**config.mk**
```make
export PLATFORM = sky130hd
export DESIGN_NAME = uart_tx_arbiter_flat
export DESIGN_NICKNAME = d
export VERILOG_FILES = /design/src/rtl/uart_tx_arbiter_if.sv /design/src/rtl/uart_tx_arbiter.sv /design/src/flat_wrapper.sv
export SDC_FILE = /design/constraint.sdc
export NUM_CORES = 1
export LEC_CHECK = 0
export ABC_AREA = 1
export CAP_MARGIN = 15
export CORE_MARGIN = 3
export CORE_UTILIZATION = 54
export DETAILED_ROUTE_END_ITERATION = 7
export PLACE_DENSITY = 0.84
export REMOVE_ABC_BUFFERS = 1
export SYNTH_ARGS = -nofsm -noshare
export SYNTH_HDL_FRONTEND = slang
export SYNTH_SLANG_ARGS = --single-unit
```
**constraint.sdc**
```tcl
create_clock -name clk -period 2.2 [get_ports clk]
set_input_delay 0.22 -clock clk [delete_from_list [all_inputs] [get_ports clk]]
set_output_delay 0.22 -clock clk [all_outputs]
set_load 0.1 [all_outputs]
```
**src/rtl/uart_tx_arbiter_if.sv**
```systemverilog
// Bundle between the two byte producers, the UART transmitter and the arbiter status outputs.
// The arbiter binds to master, the environment (producers plus transmitter) binds to slave.
interface uart_tx_arbiter_if;
   logic       req0_valid;
   logic [7:0] req0_data;
   logic       req0_lock;
   logic       req0_ready;
   logic       req1_valid;
   logic [7:0] req1_data;
   logic       req1_lock;
   logic       req1_ready;
   logic [7:0] uart_data;
   logic       uart_start;
   logic       uart_busy;
   logic       grant_id;
   logic       active;
   logic       locked;
   logic       err_pulse;

   modport master (
      input  req0_valid, req0_data, req0_lock,
      output req0_ready,
      input  req1_valid, req1_data, req1_lock,
      output req1_ready,
      output uart_data, uart_start,
      input  uart_busy,
      output grant_id, active, locked, err_pulse
   );

   modport slave (
      output req0_valid, req0_data, req0_lock,
      input  req0_ready,
      output req1_valid, req1_data, req1_lock,
      input  req1_ready,
      input  uart_data, uart_start,
      output uart_busy,
      input  grant_id, active, locked, err_pulse
   );
endinterface

```
**src/rtl/uart_tx_arbiter.sv**
```systemverilog
// Round-robin/lockable arbiter feeding one UART transmitter; accept to uart_start is 1 cycle.
// Backpressure: readyN pulses only in IDLE with uart_busy low, so producers hold valid until then.
module uart_tx_arbiter #(
   parameter int unsigned ACK_TIMEOUT  = 4,
   parameter int unsigned LOCK_TIMEOUT = 1024,
   parameter int unsigned CW           = 16
) (
   input  logic              clk,
   input  logic              rst,
   uart_tx_arbiter_if.master arb_io
);

   typedef enum logic [1:0] {
      IDLE      = 2'd0,
      START     = 2'd1,
      WAIT_ACK  = 2'd2,
      WAIT_DONE = 2'd3
   } state_e;

   localparam logic [CW-1:0] ACK_LAST  = CW'(ACK_TIMEOUT - 1);
   localparam logic [CW-1:0] LOCK_LAST = CW'(LOCK_TIMEOUT - 1);

   state_e        state_q;
   logic [CW-1:0] cnt_q;
   logic          rr_last_q;
   logic          locked_q;
   logic          owner_q;
   logic [7:0]    uart_data_q;
   logic          uart_start_q;
   logic          grant_id_q;
   logic          err_pulse_q;

   logic          own_valid;
   logic          own_lock;
   logic          gnt_vld;
   logic          gnt_id;
   logic          gnt_lock;
   logic [7:0]    gnt_dat;
   logic          lock_wait;
   logic          lock_clr;

   assign own_valid = owner_q ? arb_io.req1_valid : arb_io.req0_valid;
   assign own_lock  = owner_q ? arb_io.req1_lock  : arb_io.req0_lock;

   // Grant is only ever decided in IDLE with an idle transmitter; reset masks it so no byte is lost.
   always_comb begin
      gnt_vld   = 1'b0;
      gnt_id    = 1'b0;
      lock_wait = 1'b0;
      lock_clr  = 1'b0;
      if (!rst && (state_q == IDLE) && !arb_io.uart_busy) begin
         if (locked_q && own_valid) begin
            gnt_vld = 1'b1;
            gnt_id  = owner_q;
         end else if (locked_q && own_lock) begin
            lock_wait = 1'b1;
         end else begin
            lock_clr = locked_q;
            if (arb_io.req0_valid && arb_io.req1_valid) begin
               gnt_vld = 1'b1;
               gnt_id  = ~rr_last_q;
            end else if (arb_io.req0_valid) begin
               gnt_vld = 1'b1;
               gnt_id  = 1'b0;
            end else if (arb_io.req1_valid) begin
               gnt_vld = 1'b1;
               gnt_id  = 1'b1;
            end
         end
      end
   end

   assign gnt_dat  = gnt_id ? arb_io.req1_data : arb_io.req0_data;
   assign gnt_lock = gnt_id ? arb_io.req1_lock : arb_io.req0_lock;

   always_ff @(posedge clk) begin
      if (rst) begin
         state_q      <= IDLE;
         cnt_q        <= '0;
         rr_last_q    <= 1'b1;
         locked_q     <= 1'b0;
         owner_q      <= 1'b0;
         uart_data_q  <= 8'h00;
         uart_start_q <= 1'b0;
         grant_id_q   <= 1'b0;
         err_pulse_q  <= 1'b0;
      end else begin
         uart_start_q <= 1'b0;
         err_pulse_q  <= 1'b0;
         unique case (state_q)
            IDLE: begin
               if (gnt_vld) begin
                  uart_data_q  <= gnt_dat;
                  grant_id_q   <= gnt_id;
                  rr_last_q    <= gnt_id;
                  owner_q      <= gnt_id;
                  locked_q     <= gnt_lock;
                  uart_start_q <= 1'b1;
                  cnt_q        <= '0;
                  state_q      <= START;
               end else if (lock_wait) begin
                  if (cnt_q == LOCK_LAST) begin
                     locked_q <= 1'b0;
                     cnt_q    <= '0;
                  end else begin
                     cnt_q <= cnt_q + 1'b1;
                  end
               end else begin
                  locked_q <= locked_q & ~lock_clr;
                  cnt_q    <= '0;
               end
            end
            START: begin
               cnt_q   <= '0;
               state_q <= WAIT_ACK;
            end
            WAIT_ACK: begin
               if (arb_io.uart_busy) begin
                  state_q <= WAIT_DONE;
               end else if (cnt_q == ACK_LAST) begin
                  // Byte is dropped, not retried; the lock survives so the owner can resend.
                  err_pulse_q <= 1'b1;
                  cnt_q       <= '0;
                  state_q     <= IDLE;
               end else begin
                  cnt_q <= cnt_q + 1'b1;
               end
            end
            WAIT_DONE: begin
               if (!arb_io.uart_busy) begin
                  cnt_q   <= '0;
                  state_q <= IDLE;
               end
            end
            default: state_q <= IDLE;
         endcase
      end
   end

   assign arb_io.req0_ready = gnt_vld & ~gnt_id;
   assign arb_io.req1_ready = gnt_vld & gnt_id;
   assign arb_io.uart_data  = uart_data_q;
   assign arb_io.uart_start = uart_start_q;
   assign arb_io.grant_id   = grant_id_q;
   assign arb_io.active     = (state_q != IDLE);
   assign arb_io.locked     = locked_q;
   assign arb_io.err_pulse  = err_pulse_q;

endmodule

```
**src/flat_wrapper.sv**
```systemverilog
// flat-port wrapper written by rule: the top's interface ports become plain ports
module uart_tx_arbiter_flat 
#(
   parameter int unsigned ACK_TIMEOUT  = 4,
   parameter int unsigned LOCK_TIMEOUT = 1024,
   parameter int unsigned CW           = 16
)
  (clk, rst, arb_io_req0_valid, arb_io_req0_data, arb_io_req0_lock, arb_io_req0_ready, arb_io_req1_valid, arb_io_req1_data, arb_io_req1_lock, arb_io_req1_ready, arb_io_uart_data, arb_io_uart_start, arb_io_uart_busy, arb_io_grant_id, arb_io_active, arb_io_locked, arb_io_err_pulse);
  uart_tx_arbiter_if arb_io_i ();
  input  logic clk;
  input  logic rst;
  input wire logic [$bits(arb_io_i.req0_valid)-1:0] arb_io_req0_valid;
  input wire logic [$bits(arb_io_i.req0_data)-1:0] arb_io_req0_data;
  input wire logic [$bits(arb_io_i.req0_lock)-1:0] arb_io_req0_lock;
  output wire logic [$bits(arb_io_i.req0_ready)-1:0] arb_io_req0_ready;
  input wire logic [$bits(arb_io_i.req1_valid)-1:0] arb_io_req1_valid;
  input wire logic [$bits(arb_io_i.req1_data)-1:0] arb_io_req1_data;
  input wire logic [$bits(arb_io_i.req1_lock)-1:0] arb_io_req1_lock;
  output wire logic [$bits(arb_io_i.req1_ready)-1:0] arb_io_req1_ready;
  output wire logic [$bits(arb_io_i.uart_data)-1:0] arb_io_uart_data;
  output wire logic [$bits(arb_io_i.uart_start)-1:0] arb_io_uart_start;
  input wire logic [$bits(arb_io_i.uart_busy)-1:0] arb_io_uart_busy;
  output wire logic [$bits(arb_io_i.grant_id)-1:0] arb_io_grant_id;
  output wire logic [$bits(arb_io_i.active)-1:0] arb_io_active;
  output wire logic [$bits(arb_io_i.locked)-1:0] arb_io_locked;
  output wire logic [$bits(arb_io_i.err_pulse)-1:0] arb_io_err_pulse;
  assign arb_io_i.req0_valid = arb_io_req0_valid;
  assign arb_io_i.req0_data = arb_io_req0_data;
  assign arb_io_i.req0_lock = arb_io_req0_lock;
  assign arb_io_req0_ready = arb_io_i.req0_ready;
  assign arb_io_i.req1_valid = arb_io_req1_valid;
  assign arb_io_i.req1_data = arb_io_req1_data;
  assign arb_io_i.req1_lock = arb_io_req1_lock;
  assign arb_io_req1_ready = arb_io_i.req1_ready;
  assign arb_io_uart_data = arb_io_i.uart_data;
  assign arb_io_uart_start = arb_io_i.uart_start;
  assign arb_io_i.uart_busy = arb_io_uart_busy;
  assign arb_io_grant_id = arb_io_i.grant_id;
  assign arb_io_active = arb_io_i.active;
  assign arb_io_locked = arb_io_i.locked;
  assign arb_io_err_pulse = arb_io_i.err_pulse;
  uart_tx_arbiter #(.ACK_TIMEOUT(ACK_TIMEOUT), .LOCK_TIMEOUT(LOCK_TIMEOUT), .CW(CW)) u_core (.clk(clk), .rst(rst), .arb_io(arb_io_i));
endmodule
```
Yosys cells after proc, flatten, opt, wreduce, memory -nomap -nowiden. Cells that the tools add are included.

Register bits after elaboration: 31. Bits of input ports: 23. Output and inout port bits: 15. Logic and storage cells: 80.

$add $sub $neg: 1. Equal/unequal tests: 10. Muxes and demuxes: 38. Bitwise gates (word level): 8. Reduce and logical (&&, ||, !) cells: 15.

Operators with widths (number): 2-to-1 mux 16 bit (6); case mux 16 bit (4 select lines) (1); 2-to-1 mux 1 bit (25); adder 16 x 1 -> 16 bit (second input constant) (1); == test 16 x 10 -> 1 bit (second input constant) (1); == test 16 x 2 -> 1 bit (second input constant) (1); 2-to-1 mux 2 bit (4); 2-to-1 mux 8 bit (1); case mux 2 bit (4 select lines) (1); inequality test 3 x 2 -> 1 bit (second input constant) (2); AND reduction 2 bit (3); logical AND 1 bit (5); inverter 1 bit (5); == test 2 bit (second input constant) (2); inequality test 2 bit (second input constant) (2); AND 1 bit (3); AND reduction 3 bit (1); OR reduction 3 bit (1); == test 2 x 1 -> 1 bit (second input constant) (1); logical NOT 1 bit (2); logical NOT 2 bit (1); inequality test 2 x 1 -> 1 bit (second input constant) (1); nonzero test 2 bit (1); OR reduction 2 bit (1).

Depth between registers and ports, before layout.
Depth after elaboration: 9. Gate-level depth with buffers: 11. Depth with buffers taken out: 11.

Least setup slack after synthesis. No wires, ideal clock.

Path type: reg2out. Start: reg u_core.locked_q, in the netlist u_core.arb_io.locked. End: out arb_io_req0_ready. Arrival: 3.450 ns. Data required time: 1.980 ns. Slack: -1.470 ns. Stages on the path, launching flop included: 9. Path buffers: 0. Cells stage by stage: dfxtp_1 -> inv_1 -> nor2_1 -> nand2_1 -> nand2_1 -> nand2_1 -> nand2_2 -> inv_1 -> nor2_1.

Longest elaborated chain between the ends: 6. Elaborated cells on any way between the ends: 10. Those cells by class: mux (6); bitwise (2); reduce/logical (2).

RTL lines: from (decl) (line uart_tx_arbiter.sv:26) `logic locked_q;`; from (signal assigned) (line uart_tx_arbiter.sv:97) `locked_q <= gnt_lock;`; from (signal assigned) (line uart_tx_arbiter.sv:109) `locked_q <= locked_q & ~lock_clr;`; logical AND 1 bit (line uart_tx_arbiter.sv:55) `end else if (locked_q && own_lock) begin`; 2-to-1 mux 1 bit (line uart_tx_arbiter.sv:55); 2-to-1 mux 1 bit (line uart_tx_arbiter.sv:52) `if (locked_q && own_valid) begin`; 2-to-1 mux 1 bit (line uart_tx_arbiter.sv:51) `if (!rst && (state_q == IDLE) && !arb_io.uart_busy) begin`; inverter 1 bit (line uart_tx_arbiter.sv:140) `assign arb_io.req0_ready = gnt_vld & ~gnt_id;`; AND 1 bit * (line uart_tx_arbiter.sv:140); to (decl) (line flat_wrapper.sv:15) `output wire logic [$bits(arb_io_i.req0_ready)-1:0] arb_io_req0_ready;`.

Every way passes the cells marked *; elsewhere a longest branch is shown, timed or not.

Worst setup path in the final report.
Start: reg u_core.state_q[0]. End: out arb_io_req0_ready.

Longest elaborated chain between the ends: 6. Elaborated cells on any way between the ends: 7. Those cells by class: mux (2); bitwise (2); reduce/logical (3).

RTL lines: from (decl) (line uart_tx_arbiter.sv:23) `state_e state_q;`; from (signal assigned) (line uart_tx_arbiter.sv:78) `state_q <= IDLE;`; from (signal assigned) (line uart_tx_arbiter.sv:100) `state_q <= START;`; from (signal assigned) (line uart_tx_arbiter.sv:115) `state_q <= WAIT_ACK;`; logical NOT 2 bit * (line uart_tx_arbiter.sv:51); logical AND 1 bit * (2 in series) (line uart_tx_arbiter.sv:51); 2-to-1 mux 1 bit (line uart_tx_arbiter.sv:51); inverter 1 bit (line uart_tx_arbiter.sv:140); AND 1 bit * (line uart_tx_arbiter.sv:140).

Marks and branches as above.

==> impl_results.html <==
<table>
<tr><th>Metric</th><th>Value</th></tr>
<tr><th colspan="2">GRT</th></tr>
<tr><td>Number of antenna violations at the first check in global routing</td><td>0</td></tr>
<tr><td>Vias in the first global route</td><td>between 1500 and 2000</td></tr>
<tr><td>Global-route wire length before repair</td><td>roughly 6.2 mm</td></tr>
<tr><td>Largest net degree at the start of global routing</td><td>16</td></tr>
<tr><td>Total congestion overflow</td><td>0</td></tr>
<tr><td>Global-route usage over all layers</td><td>0.215</td></tr>
<tr><th colspan="2">Synth</th></tr>
<tr><td>Library cell with the largest summed area after synthesis</td><td>dfxtp_1</td></tr>
<tr><td>Largest family of logic cells by synthesized area</td><td>simple AND/OR/NAND/NOR gates</td></tr>
<tr><td>Synth Area in Adders</td><td>0.00739</td></tr>
<tr><td>Post-synthesis share of cell area spent on xor and xnor gates</td><td>0.0414</td></tr>
<tr><td>Largest cells by area after synthesis</td><td>dfxtp_1, nand2_1, nor2_1, nand3_1, inv_1</td></tr>
<tr><td>Compound-cell area share of the yosys netlist</td><td>0.0879</td></tr>
<tr><td>Average cell area after synthesis</td><td>~6.6 sq um</td></tr>
<tr><td>Area share of and/or/nand/nor cells after synthesis</td><td>0.397</td></tr>
<tr><td>Seq/Total Area, Yosys</td><td>0.366</td></tr>
<tr><td>Netlist area before placement</td><td>roughly 0.0017 sq mm</td></tr>
<tr><td>Number of distinct library cell variants in the gate-level netlist after synthesis</td><td>29</td></tr>
<tr><td>Share of synthesized area spent on multiplexers</td><td>0</td></tr>
<tr><td>Share of Yosys cell area claimed by the top area cell type</td><td>0.366</td></tr>
<tr><td>Synthesis Warnings</td><td>0</td></tr>
<tr><td>Post-synthesis sequential element count</td><td>31</td></tr>
<tr><td>Post-synthesis cell count</td><td>257</td></tr>
<tr><th colspan="2">Die</th></tr>
<tr><td>DIE HEIGHT</td><td>62.0 um</td></tr>
<tr><td>Standard-cell rows</td><td>19</td></tr>
<tr><td>Effective utilization at floorplan</td><td>0.589</td></tr>
<tr><td>Die Wd</td><td>around 62 um</td></tr>
<tr><td>Boundary Pins</td><td>38</td></tr>
<tr><td>Die Footprint</td><td>0.00385 sq mm</td></tr>
<tr><td>Core Region</td><td>0.00288 sq mm</td></tr>
<tr><th colspan="2">Placement</th></tr>
<tr><td>GPL Wtd Cong</td><td>0.829</td></tr>
<tr><td>Post-DP Area</td><td>~0.0021 sq mm</td></tr>
<tr><td>Number of I/O port buffers</td><td>37</td></tr>
<tr><td>Worst slack at placement</td><td>approximately 0.28 ns</td></tr>
<tr><td>Half-perimeter wire length of the detailed placement result</td><td>about 2.9 mm</td></tr>
<tr><th colspan="2">Timing</th></tr>
<tr><td>Remaining max-slew budget at the tightest pin</td><td>0.727</td></tr>
<tr><td>Portion of the clock cycle consumed by the worst path in the final layout</td><td>0.908</td></tr>
<tr><td>Setup violations, final</td><td>0</td></tr>
<tr><td>Worst-Margin Slew</td><td>about 0.41 ns</td></tr>
<tr><td>Setup repair after global routing missed its margin</td><td>no</td></tr>
<tr><td>Worst hold margin</td><td>about 0.46 ns</td></tr>
<tr><td>Layout Skew</td><td>around 0.0053 ns</td></tr>
<tr><td>Achievable frequency</td><td>501 MHz</td></tr>
<tr><td>Final worst setup slack</td><td>just over 0.2 ns</td></tr>
<tr><td>Slew Limit Fails</td><td>0</td></tr>
<tr><td>Final period demand of the worst path</td><td>2.00 ns</td></tr>
<tr><td>Hold violation count in the final report</td><td>0</td></tr>
<tr><th colspan="2">Final layout</th></tr>
<tr><td>Synth-to-layout area growth</td><td>27.1%</td></tr>
<tr><td>Share of cells above drive strength 1</td><td>0.143</td></tr>
<tr><td>Most common library cell in the layout ignoring fill and taps</td><td>nand2_1</td></tr>
<tr><td>Count of inserted antenna diode cells</td><td>0</td></tr>
<tr><td>Leading cell types in the layout, fill and taps excluded</td><td>nand2_1, nor2_1, inv_1</td></tr>
<tr><td>Final non-filler cell area</td><td>0.00215 sq mm</td></tr>
<tr><td>Number of nets in the layout</td><td>~320</td></tr>
<tr><th colspan="2">Route</th></tr>
<tr><td>Total wirelength of the detailed-routed design</td><td>3.73 mm</td></tr>
<tr><td>Mean routed wirelength per cell</td><td>10.9 um</td></tr>
<tr><td>Antenna Nets Post-Route</td><td>0</td></tr>
<tr><td>Routed vias/inst</td><td>5.02</td></tr>
<tr><td>Number of DRC markers after the initial detailed-route iteration</td><td>89</td></tr>
<tr><td>Detailed-router iteration count before antenna repair</td><td>4</td></tr>
<tr><td>Detailed-route via count</td><td>between 1500 and 2000</td></tr>
<tr><td>DRC violation count after routing</td><td>0</td></tr>
<tr><th colspan="2">Worst hold path</th></tr>
<tr><td>Instance count along the most critical hold path</td><td>3</td></tr>
<tr><td>Startpoint of the tightest hold check path</td><td>arb_io_req0_data[1]</td></tr>
<tr><td>Hold Path Class</td><td>input port to flip-flop</td></tr>
<tr><td>Hold endpoint</td><td>u_core.arb_io.uart_data[1]</td></tr>
<tr><th colspan="2">Critical path</th></tr>
<tr><td>Most used cell, CP</td><td>nor2_1</td></tr>
<tr><td>Cell chain of the critical path</td><td>nor2_1 &gt; nand3_2 &gt; nor2_4 &gt; nand2_2 &gt; inv_1 &gt; nor2_1 &gt; buf_12</td></tr>
<tr><td>Reg-to-Reg Start</td><td>u_core.cnt_q[0]</td></tr>
<tr><td>Startpoint-to-endpoint class of the critical path</td><td>flip-flop to output port</td></tr>
<tr><td>Category of the worst setup path launch point</td><td>flip-flop</td></tr>
<tr><td>Largest stage delay on the critical path</td><td>between 0.3 and 0.4 ns</td></tr>
<tr><td>Critical path capture point type</td><td>output port</td></tr>
<tr><td>CP Buf/Inv Count</td><td>2</td></tr>
<tr><td>CP max stage cell</td><td>dfxtp_1</td></tr>
<tr><td>Worst EP arrival</td><td>1.78 ns</td></tr>
<tr><td>Worst-path fanout max</td><td>7</td></tr>
<tr><td>Depth of the most critical reg-to-reg path</td><td>8</td></tr>
<tr><td>Reg2reg end</td><td>u_core.cnt_q[12]</td></tr>
<tr><td>CP required</td><td>slightly below 2 ns</td></tr>
<tr><td>R2R Setup Slk</td><td>about 0.52 ns</td></tr>
<tr><td>Cell type group with the largest total delay on the critical path</td><td>simple AND/OR/NAND/NOR gates</td></tr>
<tr><th colspan="2">Clock tree</th></tr>
<tr><td>CTS H-Tree Depth</td><td>2</td></tr>
<tr><td>Clock edge transition at the registers on the reported setup and hold paths</td><td>about 0.10 ns</td></tr>
<tr><td>Total clock buffers created by CTS</td><td>5</td></tr>
<tr><td>Clock Tree Buf Depth</td><td>2</td></tr>
<tr><td>Sinks on Clock Net</td><td>31</td></tr>
<tr><td>CTS root buf</td><td>clkbuf_4</td></tr>
<tr><td>CTS tree</td><td>yes</td></tr>
<tr><td>Clock latency at the later pin of the worst-skew pair</td><td>roughly 0.33 ns</td></tr>
<tr><td># Post-CTS Setup Buffers</td><td>0</td></tr>
<tr><th colspan="2">Power and ir drop</th></tr>
<tr><td>Power density over cell area</td><td>819 mW/mm^2</td></tr>
<tr><td>Pwr Total</td><td>1.76 mW</td></tr>
<tr><td>Maximum vdd drop</td><td>around 0.00055 V</td></tr>
<tr><td>Static leakage</td><td>roughly 0.91 nW</td></tr>
<tr><th colspan="2">Job</th></tr>
<tr><td>Max_cap viols</td><td>0</td></tr>
<tr><th colspan="2">Outcome</th></tr>
<tr><td>Status</td><td>completed</td></tr>
</table>
[layer usage]
metal,wire (um),vias up,track usage
li1,-,894,-
met1,1730,782,0.274
met5,0,-,0
met4,72,0,0.0727
met2,1770,39,0.357
met3,156,8,0.0496
[worst max path at each step]
stage	endpoint	start	slack (ns)	cells past startpoint
floorplan	arb_io_req0_ready	u_core.arb_io.locked	-1.57	8
global placement	arb_io_req0_ready	arb_io_req0_valid	0.31	9
detailed placement	arb_io_req0_ready	arb_io_req0_valid	0.28	9
CTS	arb_io_req0_ready	u_core.arb_io.grant_id	0.15	9
global route	arb_io_req0_ready	u_core.arb_io.grant_id	0.04	9
finish	arb_io_req0_ready	u_core.state_q[0]	0.20	7
[synth_stat cells]
| cell | n |
|---|---|
| o21ai_4 | 1 |
| o2111ai_1 | 1 |
| inv_1 | 33 |
| nand2_1 | 55 |
| nor2_4 | 3 |
| xor2_1 | 5 |
| o21ai_0 | 6 |
| nand3b_1 | 1 |
| nor2_1 | 51 |
| dfxtp_1 | 31 |
| buf_2 | 2 |
| buf_6 | 2 |
| nor2_2 | 3 |
| nor3b_1 | 1 |
| nand4_2 | 1 |
| a31oi_1 | 6 |
| clkinv_2 | 1 |
| nor3_1 | 3 |
| o22ai_1 | 1 |
| nand3_2 | 1 |
| nand3_1 | 29 |
| a21oi_1 | 10 |
| xnor2_1 | 3 |
| nand2_2 | 2 |
| clkbuf_1 | 1 |
| nand4_1 | 1 |
| inv_2 | 1 |
| or2_2 | 1 |
| ha_1 | 1 |
[registers in the layout, summed over array words and instances, names as in the netlist]
signal,flops
u_core.arb_io.grant_id,1
u_core.state_q,2
u_core.arb_io.locked,1
u_core.cnt_q,16
u_core.arb_io.uart_data,8
u_core.arb_io.uart_start,1
u_core.arb_io.err_pulse,1
u_core.rr_last_q,1
[power by group]
group | internal (mW) | switching, mW
registers | 0.614 | 0.0403
clock network | 0.119 | 0.206
logic | 0.210 | 0.575
[per-stage QoR]
step / setup TNS, ns / cells / utilization
after floorplan: -2.41 / 252 / -
after global placement: 0 / 335 / 0.729
after detailed placement: 0 / 335 / 0.729
after CTS: 0 / 343 / 0.748
after global routing: 0 / 343 / 0.749
final: 0 / 343 / 0.749
[cells by family (layout without fill, tap and decap cells)]
family / after synthesis / after routing
DFF: 31 / 31
buffers and inverters: 40 / 84
adders and majority gates: 1 / 1
xor gates and xnor gates: 8 / 8
AOI/OAI and AO/OA: 25 / 25
and+or+nand+nor: 152 / 152
[final cells by class]
| class | instances | area, sq um |
|---|---|---|
| Sequential cell | 31 | 623 |
| Timing Repair Buffer | 41 | 388 |
| Tap cell | 42 | 52.6 |
| Fill cell | 233 | 723 |
| Inverter | 35 | 133 |
| Multi-Input combinational cell | 186 | 905 |
| Clock inverter | 3 | 15.0 |
| Clock buffer | 5 | 37.5 |
[timing repair]
item / CTS / global route
resized for setup: 0 / 2
setup endpoints to repair: 0 / 1
hold buffers: 0 / 0
[worst register-to-register path, stage by stage (launching register included)]
cell and delay [ns]:
dfxtp_1 0.39, ha_1 0.21, inv_1 0.06, nor2_1 0.13, nand2_1 0.09, nor2_1 0.14, nor2_2 0.07, o21ai_4 0.37
nor2_1 0.10
No activity file was read; power rests on OpenSTA's default activity.
